<file path="config.mk">
export PLATFORM = sky130hd
export DESIGN_NAME = spi_xfer_arbiter
export DESIGN_NICKNAME = d
export VERILOG_FILES = /design/src/rtl/spi_xfer_arbiter.sv
export SDC_FILE = /design/constraint.sdc
export NUM_CORES = 1
export LEC_CHECK = 0
export ABC_CLOCK_PERIOD_IN_PS = 1700
export BUFFER_PORTS_ARGS = -buffer_cell sky130_fd_sc_hd__buf_2
export CAP_MARGIN = 40
export CORE_ASPECT_RATIO = 0.5
export CORE_UTILIZATION = 40
export DETAILED_ROUTE_END_ITERATION = 16
export GPL_TIMING_DRIVEN = 0
export PLACE_DENSITY = 0.7
export SLEW_MARGIN = 20
export SYNTH_ARGS = -nofsm -noshare
export SYNTH_HDL_FRONTEND = slang
export SYNTH_SLANG_ARGS = --single-unit
</file>
<file path="constraint.sdc">
create_clock -name clk -period 1.7 [get_ports clk]
set_input_delay 0.17 -clock clk [delete_from_list [all_inputs] [get_ports clk]]
set_output_delay 0.17 -clock clk [all_outputs]
set_load 0.02 [all_outputs]
</file>
<file path="src/rtl/spi_xfer_arbiter.sv">
// Round-robin sharing of one SPI master core between two byte-stream
// requesters; owns slave-select so each burst is one select window.
module spi_xfer_arbiter #(
    parameter int DATA_W     = 8,
    parameter int GAP_CYCLES = 2
) (
    input  logic              clk,
    input  logic              rst,
    input  logic              req0,
    input  logic [DATA_W-1:0] wdata0,
    input  logic              last0,
    output logic              ack0,
    output logic              rvalid0,
    input  logic              req1,
    input  logic [DATA_W-1:0] wdata1,
    input  logic              last1,
    output logic              ack1,
    output logic              rvalid1,
    output logic [DATA_W-1:0] rdata,
    output logic              core_start,
    output logic [DATA_W-1:0] core_tx,
    input  logic              core_done,
    input  logic [DATA_W-1:0] core_rx,
    output logic              ss
);

    localparam int CW = $clog2(GAP_CYCLES) + 1;
    localparam logic [CW-1:0] GAP_LAST = CW'(GAP_CYCLES - 1);

    typedef enum logic [2:0] {
        S_IDLE,
        S_SETUP,
        S_LOAD,
        S_WAIT,
        S_HOLD,
        S_GAP
    } state_t;

    state_t            r_state;
    // Current owner; while idle it doubles as the round-robin pointer
    // (the other requester wins a tie).
    logic              r_gnt;
    logic              r_last_q;
    logic [CW-1:0]     r_gap;

    logic              w_req_g;
    logic [DATA_W-1:0] w_wdata_g;
    logic              w_last_g;
    logic              w_pick;
    logic              w_go_load;

    // Mux the granted requester and decide when a byte is handed to the core.
    always_comb begin
        w_req_g   = r_gnt ? req1 : req0;
        w_wdata_g = r_gnt ? wdata1 : wdata0;
        w_last_g  = r_gnt ? last1 : last0;
        w_pick    = (req0 && req1) ? ~r_gnt : req1;
        w_go_load = (r_state == S_SETUP)
                 || ((r_state == S_HOLD) && w_req_g)
                 || ((r_state == S_WAIT) && core_done
                     && !r_last_q && w_req_g);
    end

    // Burst sequencer with registered outputs.
    always_ff @(posedge clk or posedge rst) begin
        if (rst) begin
            r_state    <= S_IDLE;
            r_gnt      <= 1'b1;
            r_last_q   <= 1'b0;
            r_gap      <= '0;
            ss         <= 1'b1;
            core_start <= 1'b0;
            core_tx    <= '0;
            ack0       <= 1'b0;
            ack1       <= 1'b0;
            rvalid0    <= 1'b0;
            rvalid1    <= 1'b0;
            rdata      <= '0;
        end else begin
            core_start <= 1'b0;
            ack0       <= 1'b0;
            ack1       <= 1'b0;
            rvalid0    <= 1'b0;
            rvalid1    <= 1'b0;
            unique case (r_state)
                S_IDLE: begin
                    if (req0 || req1) begin
                        r_gnt   <= w_pick;
                        ss      <= 1'b0;
                        r_state <= S_SETUP;
                    end
                end
                S_SETUP: r_state <= S_LOAD;
                S_LOAD:  r_state <= S_WAIT;
                S_WAIT: begin
                    if (core_done) begin
                        rdata   <= core_rx;
                        rvalid0 <= ~r_gnt;
                        rvalid1 <= r_gnt;
                        if (r_last_q) begin
                            ss      <= 1'b1;
                            r_gap   <= GAP_LAST;
                            r_state <= S_GAP;
                        end else if (w_req_g) begin
                            r_state <= S_LOAD;
                        end else begin
                            r_state <= S_HOLD;
                        end
                    end
                end
                S_HOLD: begin
                    if (w_req_g) r_state <= S_LOAD;
                end
                S_GAP: begin
                    if (r_gap == '0) r_state <= S_IDLE;
                    else r_gap <= r_gap - CW'(1);
                end
                default: r_state <= S_IDLE;
            endcase
            if (w_go_load) begin
                core_start <= 1'b1;
                ack0       <= ~r_gnt;
                ack1       <= r_gnt;
                core_tx    <= w_wdata_g;
                r_last_q   <= w_last_g;
            end
        end
    end

endmodule

</file>
==> results by stage <==
Drt:
- The detail route stage leaves a number of antenna-violating nets equal to 0.
- The overall via count from detail_route is 1,119.
- After detailed routing, the average wire length per cell comes to 12.7 microns.
- Dividing the detail-routed via count by the number of cells gives 4.80.
- The routed wire length is 2.96 mm.
- After detailed routing, the number of remaining DRC violations is 0.
- The number of optimization iterations in the first detailed-route pass is 6.
- The iteration-0 DRC count of the detailed router is 23.

Critical path:
- STA classifies the critical path endpoint as a flop.
- Along the worst path, the maximum fanout reaches 7.
- At the worst endpoint, the required time is 1860 ps.
- Data arrives at the worst endpoint at 2060 ps.
- The type of the worst setup path is reg -> reg.
- The worst setup path is launched from a flop.

Clocking:
- In this run the number of H-tree levels came out at 2.
- Clock-pin slew was measured on the worst setup and hold paths at 60 ps.
- The root buffer cell chosen for the clock tree is clkbuf_8.
- Clock tree synthesis found a total of 29 sinks.
- The total clock buffers created by CTS is 5.
- The buffer depth of the longest clock path is 2.
- The worst-skew pair later-pin latency is 280 ps.
- The TritonCTS clock tree is yes.

Yosys:
- In this run the mean area of a mapped cell was 11.0 sq um.
- Summing the areas of all fa, ha and maj instances in the mapped netlist gives 0.915% of the synthesized area.
- The flop and latch count out of synthesis is 29.
- The cell taking the most area after synthesis is dfrtp_1.
- The area share of the leading cell type in the synthesized netlist is 49.4%.
- The synthesized netlist devotes 8.33% of its cell area to compound gates.
- The Yosys step of the flow raised 0 warnings.
- The xor-xnor portion of the synthesized cell area is 0%.
- The instance count of the mapped netlist is 124.
- The largest family of logic cells by synthesized area is multiplexers.
- The synthesized netlist occupies a cell area of 0.00137 sq mm.
- The simple-gate area share of the yosys netlist is 15.4%.
- The multiplexer share of the synthesized area is 17.4%.
- When the netlist entered floorplanning its net count stood at 156.
- The number of unique standard cell types used by synthesis is 31.
- Sorting the synthesized cells by area gives the leading types as dfrtp_1 (49%), mux2_2 (8.2%), mux2_4 (7.7%).
- The sequential cell area fraction in the yosys report is 53.2%.

Global routing:
- After global routing the overflow that remains totals 0.
- The via count of the first global-routing pass is 1,106.
- The first-pass GRT wire length is 4.86 mm.
- The initial antenna violation count is 0.
- The total track usage is 17.9%.
- Entering global routing, the biggest net connects 17 pins.

Finish:
- In the final layout, the share of cells above drive strength 1 is 50.8%.
- The number of filler cells placed in the layout is 267.
- The total number of nets in the final design is 224.
- The synthesis-to-finish area growth is 38.2%.
- Leaving out fill and tap cells, the most frequent cell in the layout is buf_2.
- The repair_antennas step left the layout with diodes totalling 0.
- The count of cells in the finished layout, fillers not included, comes to 233.
- The library cells used most frequently in the layout, excluding fill and tap cells, are buf_2 (53), nand2_1 (27), dfrtp_1 (27).
- The final cell utilization of the core is 60.6%.

Die:
- Measured along the x axis, the die boundary spans 84.7 microns.
- The die covers 0.00367 sq mm.
- In this run the count of I/O pins placed on the die edge is 53.
- The vertical extent of the die is 43.3 microns.
- The floorplan has 14 rows.
- The total area inside the core boundary comes to 0.00312 sq mm.
- Once the floorplan was initialized, standard cells occupied 43.9% of the core.

Job:
- The number of maximum-capacitance constraint violations is 0.

Placed design:
- The congestion estimate from routability-driven global placement came to 0.781.
- The number of placed instances, taps included, is 217.
- The pre-CTS worst setup slack is -268 ps.
- The number of buffers inserted by port buffering is 52.
- Summed over all nets, the half-perimeter wirelength after detailed placement is 2.05 mm.

Timing:
- Setup repair after global routing could not meet its margin everywhere.
- Measured against its own limit, the worst slew margin works out to 58.9%.
- The transition at the pin with the smallest max-transition slack is 616 ps.
- The number of hold-slack violations in the final timing report is 0.
- The final number of max-transition violations is 0.
- Setup slack on the critical path of the routed design comes to -199 ps.
- Across all hold checks on the routed design, the worst slack comes to 78.5 ps.
- The maximum clock frequency is 527 MHz.
- The clock arrives with 2.27 ps of skew.
- The routed design could run at a clock period as short as 1900 ps.
- Setup violations remaining at the end of the flow were counted as 12.
- The fraction of the cycle the final worst path needs is 112%.

Outcome:
- The run finished, with violations left.
- The final reports fail on negative setup slack.

Power and ir drop:
- The combinational share of power is 52.3%.
- In this run the power spent charging and discharging nets is 1.46 mW.
- The total power after layout is 3.82 mW.
- The internal power of the cells totals 2.36 mW.
- The sequential power share is 31.4%.
- The fraction of power spent switching nets is 38.3%.
- The power density over cell area is 2020 mW/mm^2.
- The power share of the clock group is 16.3%.
- IR analysis of the VDD net gives a maximum drop of 1010 uV.
- The analysis attributes to cell leakage a power of 1.00 nW.

Worst hold path:
- The path type of the worst min-delay path is in -> reg.
-- cell usage after synthesis (all sizes together) --
| master | n |
|---|---|
| dfrtp | 27 |
| nand2 | 27 |
| mux2 | 17 |
| nor2 | 7 |
| inv | 5 |
| o21ai | 5 |
| buf | 4 |
| nor3 | 4 |
| a21oi | 3 |
| clkbuf | 3 |
| nor3b | 3 |
| a31oi | 2 |
| and2 | 2 |
| dfstp | 2 |
| mux2i | 2 |
| nand3 | 2 |
| a21boi | 1 |
| a21o | 1 |
| ha | 1 |
| nand4b | 1 |
| nor2b | 1 |
| o21a | 1 |
| o21bai | 1 |
| o22ai | 1 |
| o31ai | 1 |
-- per-stage QoR --
step | instance area, sq um | TNS (ps)
5_1_grt | 1890 | -2610
2_1_floorplan | 1380 | -1130
6_report | 1890 | -2150
3_5_place_dp | 1720 | -1980
4_1_cts | 1890 | -2200
3_3_place_gp | 1690 | -1920
-- area by class of cell --
cell class | count | area [sq um] | area share (%)
Buffer | 6 | 38.8 | 2.05
Clock buffer | 7 | 96.3 | 5.10
Clock inverter | 1 | 5.00 | 0.265
Inverter | 5 | 18.8 | 0.993
Multi-Input combinational cell | 83 | 591 | 31.3
Sequential cell | 29 | 728 | 38.5
Tap cell | 40 | 50.0 | 2.65
Timing Repair Buffer | 62 | 362 | 19.1
-- power by group through the flow --
stage / combinational, mW / clock [mW] / sequential (mW)
floorplan: 1.08 / 0 / 1.50
finish: 2.00 / 0.623 / 1.20
detailed placement: 1.85 / 0 / 1.20
CTS: 2.03 / 0.640 / 1.19
global placement: 1.81 / 0 / 1.19
global route: 2.17 / 0.668 / 1.24
-- sequential cells by signal (all words and copies together), names as in the netlist --
| name | cells |
|---|---|
| r_gnt | 1 |
| rvalid1 | 1 |
| rvalid0 | 1 |
| ss | 1 |
| r_gap | 2 |
| core_tx | 8 |
| ack1 | 1 |
| core_start | 1 |
| rdata | 8 |
| ack0 | 1 |
| r_state | 3 |
| r_last_q | 1 |
-- path summary, 6_finish.rpt --
kind / start / end / slack, ps / cells past startpoint
max: r_gnt / core_tx[0] / -200 / 5
min: req0 / r_gnt / 80 / 2
max reg2reg: r_gnt / core_tx[0] / -200 / 5
min reg2reg: rdata[4] / rdata[4] / 470 / 2
max in group asynchronous: rst / ss / 620 / 4
min in group asynchronous: rst / ack0 / 510 / 3
-- routing by layer --
metal	part of all wire [%]	vias up	global-route usage, %
met5	0	-	0
met1	42	531	19.8
met4	1.3	0	7.12
met3	4.8	5	5.52
met2	52	30	33.5
li1	-	553	-
-- worst max-delay path, stage by stage, from the launching register on --
cell and delay (ps):
dfstp_2 560, mux2_4 330, a31oi_4 190, a21boi_4 240, buf_8 160, mux2_4 300
-- kinds of logic after synthesis --
kind of cell    Yosys count
buf+inv                  12
flops                    29
simple gates             47
mux                      19
compound gates           16
fa+ha+maj                 1
-- timing repair --
item / 4_1_cts / 5_1_grt
endpoints found under the setup margin: 13 / 14
endpoints found under the hold margin: 12 / 0
resized for setup: 3 / 5
hold buffers: 1 / 0
setup buffers: 7 / 1
pin swaps: 0 / 1
Power figures use the tool's default switching activity.
